## src/rtl/ex_muldiv_if.sv

```systemverilog
// ex_muldiv_if: execute-stage operand, control and result bundle for ex_muldiv_stage
interface ex_muldiv_if #(parameter int DATA_WIDTH = 32);
  logic [3:0] ALUControlE;
  logic ALUSrcE;
  logic [2:0] funct3E;
  logic BranchE;
  logic JumpE;
  logic JALRE;
  logic MulDivE;
  logic [1:0] ResultSrcE;
  logic FlushE;
  logic [DATA_WIDTH-1:0] RD1E;
  logic [DATA_WIDTH-1:0] RD2E;
  logic [DATA_WIDTH-1:0] PCE;
  logic [DATA_WIDTH-1:0] ImmExtE;
  logic [DATA_WIDTH-1:0] ALUResultM;
  logic [DATA_WIDTH-1:0] ResultW;
  logic [1:0] ForwardAE;
  logic [1:0] ForwardBE;
  logic [DATA_WIDTH-1:0] ALUResultE;
  logic [DATA_WIDTH-1:0] WriteDataE;
  logic PCSrcE;
  logic [DATA_WIDTH-1:0] PCTargetE;
  logic MemReadE;
  logic StallE;
  modport master (
    output ALUControlE, ALUSrcE, funct3E, BranchE, JumpE, JALRE, MulDivE, ResultSrcE, FlushE,
           RD1E, RD2E, PCE, ImmExtE, ALUResultM, ResultW, ForwardAE, ForwardBE,
    input ALUResultE, WriteDataE, PCSrcE, PCTargetE, MemReadE, StallE
  );
  modport slave (
    input ALUControlE, ALUSrcE, funct3E, BranchE, JumpE, JALRE, MulDivE, ResultSrcE, FlushE,
          RD1E, RD2E, PCE, ImmExtE, ALUResultM, ResultW, ForwardAE, ForwardBE,
    output ALUResultE, WriteDataE, PCSrcE, PCTargetE, MemReadE, StallE
  );
endinterface

```

## src/rtl/ex_muldiv_stage.sv

```systemverilog
// ex_muldiv_stage: RV32IM execute stage with forwarding, ALU, branch resolution and multi-cycle mul/div
module ex_muldiv_stage #(
  parameter int DATA_WIDTH = 32,
  parameter int MUL_LATENCY = 2
) (
  input logic clk,
  input logic rst,
  ex_muldiv_if.slave bus
);
  localparam int W = DATA_WIDTH;
  localparam int SW = $clog2(W);
  localparam int CW = $clog2(W);
  typedef enum logic [1:0] {IDLE, MUL, DIV, DONE} state_t;
  state_t state, state_n;
  logic [W-1:0] src_a, rd2, src_b, alu, op_a, op_b, a_r, b_r, quo, quo_n, rem, rem_n, dvs, res_r;
  logic [W-1:0] mag_a, mag_b, mul_res, short_res, fix_res, done_val;
  logic [W:0] rem_sh;
  logic [2*W-1:0] ma, mb, prod;
  logic [2:0] f3_r, op_f3, cnt;
  logic [CW-1:0] it;
  logic zero, cond, start, sa, sb, div0, ovf, short_path, ge;
  assign src_a = bus.ForwardAE == 2'b10 ? bus.ALUResultM : bus.ForwardAE == 2'b01 ? bus.ResultW : bus.RD1E;
  assign rd2 = bus.ForwardBE == 2'b10 ? bus.ALUResultM : bus.ForwardBE == 2'b01 ? bus.ResultW : bus.RD2E;
  assign src_b = bus.ALUSrcE ? bus.ImmExtE : rd2;
  always_comb begin
    alu = '0;
    case (bus.ALUControlE)
      4'b0000: alu = src_a + src_b;
      4'b0001: alu = src_a - src_b;
      4'b0010: alu = src_a & src_b;
      4'b0011: alu = src_a | src_b;
      4'b0100: alu = src_a ^ src_b;
      4'b0101: alu = {{(W-1){1'b0}}, $signed(src_a) < $signed(src_b)};
      4'b0110: alu = {{(W-1){1'b0}}, src_a < src_b};
      4'b0111: alu = src_a << src_b[SW-1:0];
      4'b1000: alu = src_a >> src_b[SW-1:0];
      4'b1001: alu = $signed(src_a) >>> src_b[SW-1:0];
      4'b1010: alu = src_b;
      default: alu = '0;
    endcase
  end
  assign zero = alu == '0;
  assign cond = bus.funct3E == 3'b000 ? zero : bus.funct3E == 3'b001 ? !zero :
                bus.funct3E[2] ? alu[0] ^ bus.funct3E[0] : 1'b0;
  assign bus.PCSrcE = !bus.MulDivE & (bus.JumpE | (bus.BranchE & cond));
  assign bus.PCTargetE = bus.JALRE ? {alu[W-1:1], 1'b0} : bus.PCE + bus.ImmExtE;
  assign bus.MemReadE = bus.ResultSrcE == 2'b01;
  assign bus.WriteDataE = rd2;
  assign start = state == IDLE && bus.MulDivE && !bus.FlushE;
  // In IDLE the live forwarded operands feed the unit so single-cycle paths resolve at start
  assign op_a = state == IDLE ? src_a : a_r;
  assign op_b = state == IDLE ? rd2 : b_r;
  assign op_f3 = state == IDLE ? bus.funct3E : f3_r;
  assign sa = op_a[W-1] & (op_f3 == 3'b001 | op_f3 == 3'b010 | op_f3 == 3'b100 | op_f3 == 3'b110);
  assign sb = op_b[W-1] & (op_f3 == 3'b001 | op_f3 == 3'b100 | op_f3 == 3'b110);
  assign mag_a = sa ? -op_a : op_a;
  assign mag_b = sb ? -op_b : op_b;
  assign ma = {{W{sa}}, op_a};
  assign mb = {{W{sb}}, op_b};
  assign prod = ma * mb;
  assign mul_res = op_f3[1:0] == 2'b00 ? prod[W-1:0] : prod[2*W-1:W];
  assign div0 = op_b == '0;
  assign ovf = !op_f3[0] && op_a == {1'b1, {(W-1){1'b0}}} && op_b == '1;
  assign short_path = div0 | ovf;
  assign short_res = div0 ? (op_f3[1] ? op_a : '1) : (op_f3[1] ? '0 : op_a);
  assign rem_sh = {rem, quo[W-1]};
  assign ge = rem_sh >= {1'b0, dvs};
  assign rem_n = ge ? rem_sh[W-1:0] - dvs : rem_sh[W-1:0];
  assign quo_n = {quo[W-2:0], ge};
  // Sign fix is folded into the last iteration's write of the result register
  assign fix_res = op_f3[1] ? (sa ? -rem_n : rem_n) : (sa ^ sb ? -quo_n : quo_n);
  assign done_val = !op_f3[2] ? mul_res : short_path ? short_res : fix_res;
  always_ff @(posedge clk)
    if (rst) state <= IDLE;
    else state <= state_n;
  always_comb begin
    state_n = bus.FlushE ? IDLE :
              state == IDLE ? (!bus.MulDivE ? IDLE : !op_f3[2] ? (MUL_LATENCY == 1 ? DONE : MUL) :
                               short_path ? DONE : DIV) :
              state == MUL ? (cnt == 3'd1 ? DONE : MUL) :
              state == DIV ? (it == CW'(W - 1) ? DONE : DIV) : IDLE;
  end
  always_comb begin
    bus.StallE = state == MUL || state == DIV || start;
    bus.ALUResultE = state == DONE ? res_r : alu;
  end
  always_ff @(posedge clk) begin
    if (rst) begin
      a_r <= '0;
      b_r <= '0;
      f3_r <= '0;
      cnt <= '0;
      it <= '0;
      rem <= '0;
      quo <= '0;
      dvs <= '0;
      res_r <= '0;
    end else begin
      if (start) begin
        a_r <= src_a;
        b_r <= rd2;
        f3_r <= bus.funct3E;
        cnt <= 3'(MUL_LATENCY - 1);
        it <= '0;
        rem <= '0;
        quo <= mag_a;
        dvs <= mag_b;
      end
      if (state == MUL) cnt <= cnt - 3'd1;
      if (state == DIV) begin
        it <= it + CW'(1);
        rem <= rem_n;
        quo <= quo_n;
      end
      if (state_n == DONE && state != DONE) res_r <= done_val;
    end
  end
endmodule

```

## src/flat_wrapper.sv

```systemverilog
// flat-port wrapper written by rule: the top's interface ports become plain ports
module ex_muldiv_stage_flat 
#(
  parameter int DATA_WIDTH = 32,
  parameter int MUL_LATENCY = 2
)
  (clk, rst, bus_ALUControlE, bus_ALUSrcE, bus_funct3E, bus_BranchE, bus_JumpE, bus_JALRE, bus_MulDivE, bus_ResultSrcE, bus_FlushE, bus_RD1E, bus_RD2E, bus_PCE, bus_ImmExtE, bus_ALUResultM, bus_ResultW, bus_ForwardAE, bus_ForwardBE, bus_ALUResultE, bus_WriteDataE, bus_PCSrcE, bus_PCTargetE, bus_MemReadE, bus_StallE);
  ex_muldiv_if #(.DATA_WIDTH(DATA_WIDTH)) bus_i ();
  input logic clk;
  input logic rst;
  input wire logic [$bits(bus_i.ALUControlE)-1:0] bus_ALUControlE;
  input wire logic [$bits(bus_i.ALUSrcE)-1:0] bus_ALUSrcE;
  input wire logic [$bits(bus_i.funct3E)-1:0] bus_funct3E;
  input wire logic [$bits(bus_i.BranchE)-1:0] bus_BranchE;
  input wire logic [$bits(bus_i.JumpE)-1:0] bus_JumpE;
  input wire logic [$bits(bus_i.JALRE)-1:0] bus_JALRE;
  input wire logic [$bits(bus_i.MulDivE)-1:0] bus_MulDivE;
  input wire logic [$bits(bus_i.ResultSrcE)-1:0] bus_ResultSrcE;
  input wire logic [$bits(bus_i.FlushE)-1:0] bus_FlushE;
  input wire logic [$bits(bus_i.RD1E)-1:0] bus_RD1E;
  input wire logic [$bits(bus_i.RD2E)-1:0] bus_RD2E;
  input wire logic [$bits(bus_i.PCE)-1:0] bus_PCE;
  input wire logic [$bits(bus_i.ImmExtE)-1:0] bus_ImmExtE;
  input wire logic [$bits(bus_i.ALUResultM)-1:0] bus_ALUResultM;
  input wire logic [$bits(bus_i.ResultW)-1:0] bus_ResultW;
  input wire logic [$bits(bus_i.ForwardAE)-1:0] bus_ForwardAE;
  input wire logic [$bits(bus_i.ForwardBE)-1:0] bus_ForwardBE;
  output wire logic [$bits(bus_i.ALUResultE)-1:0] bus_ALUResultE;
  output wire logic [$bits(bus_i.WriteDataE)-1:0] bus_WriteDataE;
  output wire logic [$bits(bus_i.PCSrcE)-1:0] bus_PCSrcE;
  output wire logic [$bits(bus_i.PCTargetE)-1:0] bus_PCTargetE;
  output wire logic [$bits(bus_i.MemReadE)-1:0] bus_MemReadE;
  output wire logic [$bits(bus_i.StallE)-1:0] bus_StallE;
  assign bus_i.ALUControlE = bus_ALUControlE;
  assign bus_i.ALUSrcE = bus_ALUSrcE;
  assign bus_i.funct3E = bus_funct3E;
  assign bus_i.BranchE = bus_BranchE;
  assign bus_i.JumpE = bus_JumpE;
  assign bus_i.JALRE = bus_JALRE;
  assign bus_i.MulDivE = bus_MulDivE;
  assign bus_i.ResultSrcE = bus_ResultSrcE;
  assign bus_i.FlushE = bus_FlushE;
  assign bus_i.RD1E = bus_RD1E;
  assign bus_i.RD2E = bus_RD2E;
  assign bus_i.PCE = bus_PCE;
  assign bus_i.ImmExtE = bus_ImmExtE;
  assign bus_i.ALUResultM = bus_ALUResultM;
  assign bus_i.ResultW = bus_ResultW;
  assign bus_i.ForwardAE = bus_ForwardAE;
  assign bus_i.ForwardBE = bus_ForwardBE;
  assign bus_ALUResultE = bus_i.ALUResultE;
  assign bus_WriteDataE = bus_i.WriteDataE;
  assign bus_PCSrcE = bus_i.PCSrcE;
  assign bus_PCTargetE = bus_i.PCTargetE;
  assign bus_MemReadE = bus_i.MemReadE;
  assign bus_StallE = bus_i.StallE;
  ex_muldiv_stage #(.DATA_WIDTH(DATA_WIDTH), .MUL_LATENCY(MUL_LATENCY)) u_core (.clk(clk), .rst(rst), .bus(bus_i));
endmodule
```

## config.mk

```make
export PLATFORM = sky130hd
export DESIGN_NAME = ex_muldiv_stage_flat
export DESIGN_NICKNAME = d
export VERILOG_FILES = /design/src/rtl/ex_muldiv_if.sv /design/src/rtl/ex_muldiv_stage.sv /design/src/flat_wrapper.sv
export SDC_FILE = /design/constraint.sdc
export NUM_CORES = 2
export LEC_CHECK = 0
export ABC_AREA = 1
export CORE_ASPECT_RATIO = 0.6
export CORE_MARGIN = 2
export CORE_UTILIZATION = 35
export DETAILED_ROUTE_END_ITERATION = 10
export GPL_ROUTABILITY_DRIVEN = 1
export GPL_TIMING_DRIVEN = 0
export PLACE_DENSITY_LB_ADDON = 0.05
export RECOVER_POWER = 25
export SLEW_MARGIN = 30
export SYNTH_ARGS = -nofsm -noshare
export SYNTH_HDL_FRONTEND = slang
export SYNTH_SLANG_ARGS = --single-unit
```

## constraint.sdc

```tcl
create_clock -name clk -period 12.7 [get_ports clk]
set_clock_uncertainty 0.1 [all_clocks]
set_input_delay 2.54 -clock clk [delete_from_list [all_inputs] [get_ports clk]]
set_output_delay 2.54 -clock clk [all_outputs]
set_load 0.1 [all_outputs]
```

==> flow_summary.json <==
{
  "status": "finished, final reports clean",
  "timing.fmax_ghz": 0.07941,
  "ff2ff_setup_slack_ns": 1.43,
  "cts-root-buf": "clkbuf_16",
  "synth_xor_area_share_pct": 1.502,
  "dr.pass1.iters": 9,
  "synth-simple-area-share_pct": 25.28,
  "grt_antenna_before_repair": 43,
  "io_pins": 312,
  "critical_path.max_stage_delay_ns": 0.72,
  "wl_per_cell_um": 34.07,
  "io_buffer_count": 308,
  "setup_tns_ns": 0,
  "cp_max_fo": 16,
  "overflow": 0,
  "numCtsBuffers": 19,
  "row_count": 124,
  "synth_top_family_by_area": "adder cells",
  "critPathBufInv": 11,
  "drv_cap": 0,
  "top_layer": "met5",
  "critPathKind": "input pin to flop",
  "grt_max_degree": 20,
  "synth_warnings": 0,
  "drc": 0,
  "hold_depth": 2,
  "syn_area_um2": 67070,
  "synth_compound_area_share_pct": 12.14,
  "wl_met3_mm": 85.94,
  "hold_viol_final": 0,
  "setup_viol": 0,
  "initial_core_util_pct": 35.23,
  "r2r_end": "u_core.res_r[12]",
  "drt_iter0_markers": 11620,
  "synth_nets": 11550,
  "grt_setup_unrepaired": "no",
  "htree_num_levels": 1,
  "async_reset_ff_share_pct": 0,
  "r2r-start": "u_core.state[1]",
  "drive_gt1_share_pct": 8.454,
  "worstPathArrival_ns": 12.98,
  "muxShareOfSynthArea_pct": 0.1642,
  "worstHoldStart": "u_core.cnt[1]",
  "antenna_left": 0,
  "hpwl_mm": 376.5,
  "hold_path.class": "flop to flop",
  "die_w_um": 569.1,
  "clk_latency_ns": 0.60,
  "holdPathEnd": "u_core.cnt[1]",
  "slowest_stage": "clkdlybuf4s50_1",
  "synth_flop_cell": "dfxtp_1",
  "whs_ns": 0.3699,
  "area_delta_synth_final_pct": 15.09,
  "placed_cell_area_um2": 74020,
  "routed_via_density": 5.851,
  "grt_pass1_vias": 68110,
  "nets": 12000,
  "syn-mean-instance-area_um2": 6.832,
  "vias": 74990,
  "ys_seq_elements": 205,
  "fin_crit_sh_pct": 99.16,
  "grt_usage_pct": 43.73,
  "crit_family": "adder cells",
  "clock_path_buffers": 3,
  "synth_edf_count": 0,
  "wl_met2_mm": 139.5,
  "end_kind": "flop",
  "min_period_ns": 12.59,
  "yosysSeqAreaShare_pct": 6.119,
  "synthCells": 9818,
  "cts.sinks": 205,
  "critPathLaunchType": "input pin",
  "synth_fa_ha_area_share_pct": 40.88,
  "worst_pin_slew_ns": 1.298,
  "critPathRequiredTime_ns": 13.09,
  "die_h_um": 343.1,
  "coreArea_um2": 190400,
  "cts_tree": "done",
  "die-area_um2": 195300,
  "drv_slew": 0,
  "clkSlewWorstSetupHoldPaths_ns": 0.10,
  "wl_mm": 436.7,
  "wl_met1_mm": 201.3,
  "reg2reg_depth": 39,
  "slew_headroom_pct": 12.58,
  "globalplace.congestion": 1.206,
  "ys_types": 64,
  "final_cell_area_um2": 77200,
  "grt_first_pass_wirelength_mm": 583.1
}
-- tightest hold or removal path, stage by stage, from the launching register on --
cell and delay, ns:
dfxtp_1 0.31, nand2_1 0.06, a21oi_1 0.05
-- cell families (layout without fill, tap and decap cells) --
family | after synthesis | in the layout
AO/OA/AOI/OAI | 1455 | 1455
XOR/XNOR | 115 | 115
adder cells (fa/ha/maj) | 1514 | 1514
buffers and inverters | 2430 | 2891
flip-flops | 205 | 205
multiplexers | 11 | 11
other | 0 | 19
AND/OR/NAND/NOR | 4088 | 4088
-- worst max-delay path by stage --
stage | start | to | slack (ns) | depth (start not counted)
after floorplan | bus_ForwardBE[0] | u_core.res_r[29] | 0.60 | 37
after global placement | bus_funct3E[2] | u_core.res_r[30] | -6.27 | 37
after detailed placement | bus_ForwardAE[1] | u_core.res_r[30] | -4.68 | 42
after CTS | bus_ForwardBE[1] | u_core.res_r[23] | -0.02 | 46
after global routing | bus_funct3E[2] | u_core.res_r[26] | 0.02 | 44
final | bus_funct3E[2] | u_core.res_r[12] | 0.11 | 39
-- per-layer routing --
layer,track usage (%),vias to the layer above
met5,6.268,-
met4,6.552,40
met3,27.86,443
met2,47.79,5392
met1,67.46,37920
li1,-,31200
-- synth_stat cells, drive strengths merged (2+ instances only) --
cell        n  share of area, %
dfxtp     205               6.1
o211ai     46              0.59
clkinv     20              0.11
buf       189               1.4
a31oi      62              0.58
o31ai      10              0.11
a21boi     16              0.24
a21oi     588               4.5
nor2      784               4.5
o21a       14              0.16
or2        51              0.48
inv      1947                11
clkbuf    274               1.5
xnor2      46              0.60
o21bai     35              0.39
xor2       69              0.90
o21ai     593               4.6
nand3b     22              0.25
a221oi     12              0.16
mux2i      11              0.16
o311ai      4             0.052
o2111ai    12              0.16
and3        2             0.019
nand4      50              0.47
a211oi      7             0.078
o221ai     15              0.20
fa       1129                34
o22ai      24              0.22
nor3       61              0.49
nand2b      3             0.028
and2        3             0.028
nand2    2347                13
ha        385               7.2
a31o        2             0.026
a21o       13              0.15
nor4       31              0.30
nand3     732               5.5
-- timing repair --
item | in CTS | in global routing
pin swaps | 15 | 27
endpoints found under the hold margin | 0 | 0
setup buffers | 46 | 53
gates resized for setup | 337 | 291
gates cloned | 0 | 1
endpoints found under the setup margin | 33 | 36
hold buffers | 0 | 0
-- sequential cells by signal, summed over array words and instances (netlist names) --
name,count
u_core.a_r,32
u_core.b_r,32
u_core.cnt,3
u_core.dvs,32
u_core.f3_r,3
u_core.it,5
u_core.quo,32
u_core.rem,32
u_core.res_r,32
u_core.state,2
-- per-stage QoR --
stage / utilization [%] / setup slack, ns / cells
global placement: 38.51 / -6.274 / 12650
floorplan: - / 0.5980 / 9818
finish: 40.55 / 0.1067 / 12820
CTS: 39.91 / -0.02250 / 12750
global route: 40.53 / 0.01547 / 12800
detailed placement: 38.88 / -4.683 / 12680
-- area by class of cell --
cell class              instances  area (um^2)
fillers                     20510       113200
multi-input cells            7183        54820
inverters                    1967         7528
repair buffers                444         4338
flip-flops and latches        205         4104
well taps                    2520         3153
plain buffers                 449         2591
clock buffers                  23        510.5
clock inverters                 8        107.6
diodes                         19        47.55
-- cell usage in the layout, fill, tap and decap left out, types with 26 or more instances in the layout --
master | synthesis | final
xor2_1 | 69 | 69
fa_1 | 1129 | 1121
buf_2 | 68 | 121
or2_2 | 50 | 50
nand2_2 | 14 | 32
o21ai_2 | 24 | 45
nand4_1 | 50 | 50
a21oi_1 | 575 | 557
inv_1 | 1902 | 1880
ha_1 | 385 | 381
dfxtp_1 | 205 | 205
clkbuf_2 | 0 | 65
o21ai_1 | 53 | 68
a31oi_1 | 62 | 60
clkdlybuf4s50_1 | 0 | 266
clkbuf_4 | 0 | 46
nor2_1 | 772 | 752
buf_4 | 16 | 131
nor3_1 | 58 | 54
a21oi_2 | 13 | 29
nor4_1 | 30 | 26
inv_2 | 44 | 40
o21ai_0 | 516 | 449
nand3_1 | 728 | 720
o211ai_1 | 38 | 38
clkbuf_1 | 274 | 160
o21ai_4 | 0 | 31
o21bai_1 | 35 | 32
buf_6 | 9 | 29
nand2_1 | 2328 | 2288
xnor2_1 | 46 | 44
Power is not shown: default switching activity piles up to over one toggle a cycle in this logic, so the estimate is an artifact.
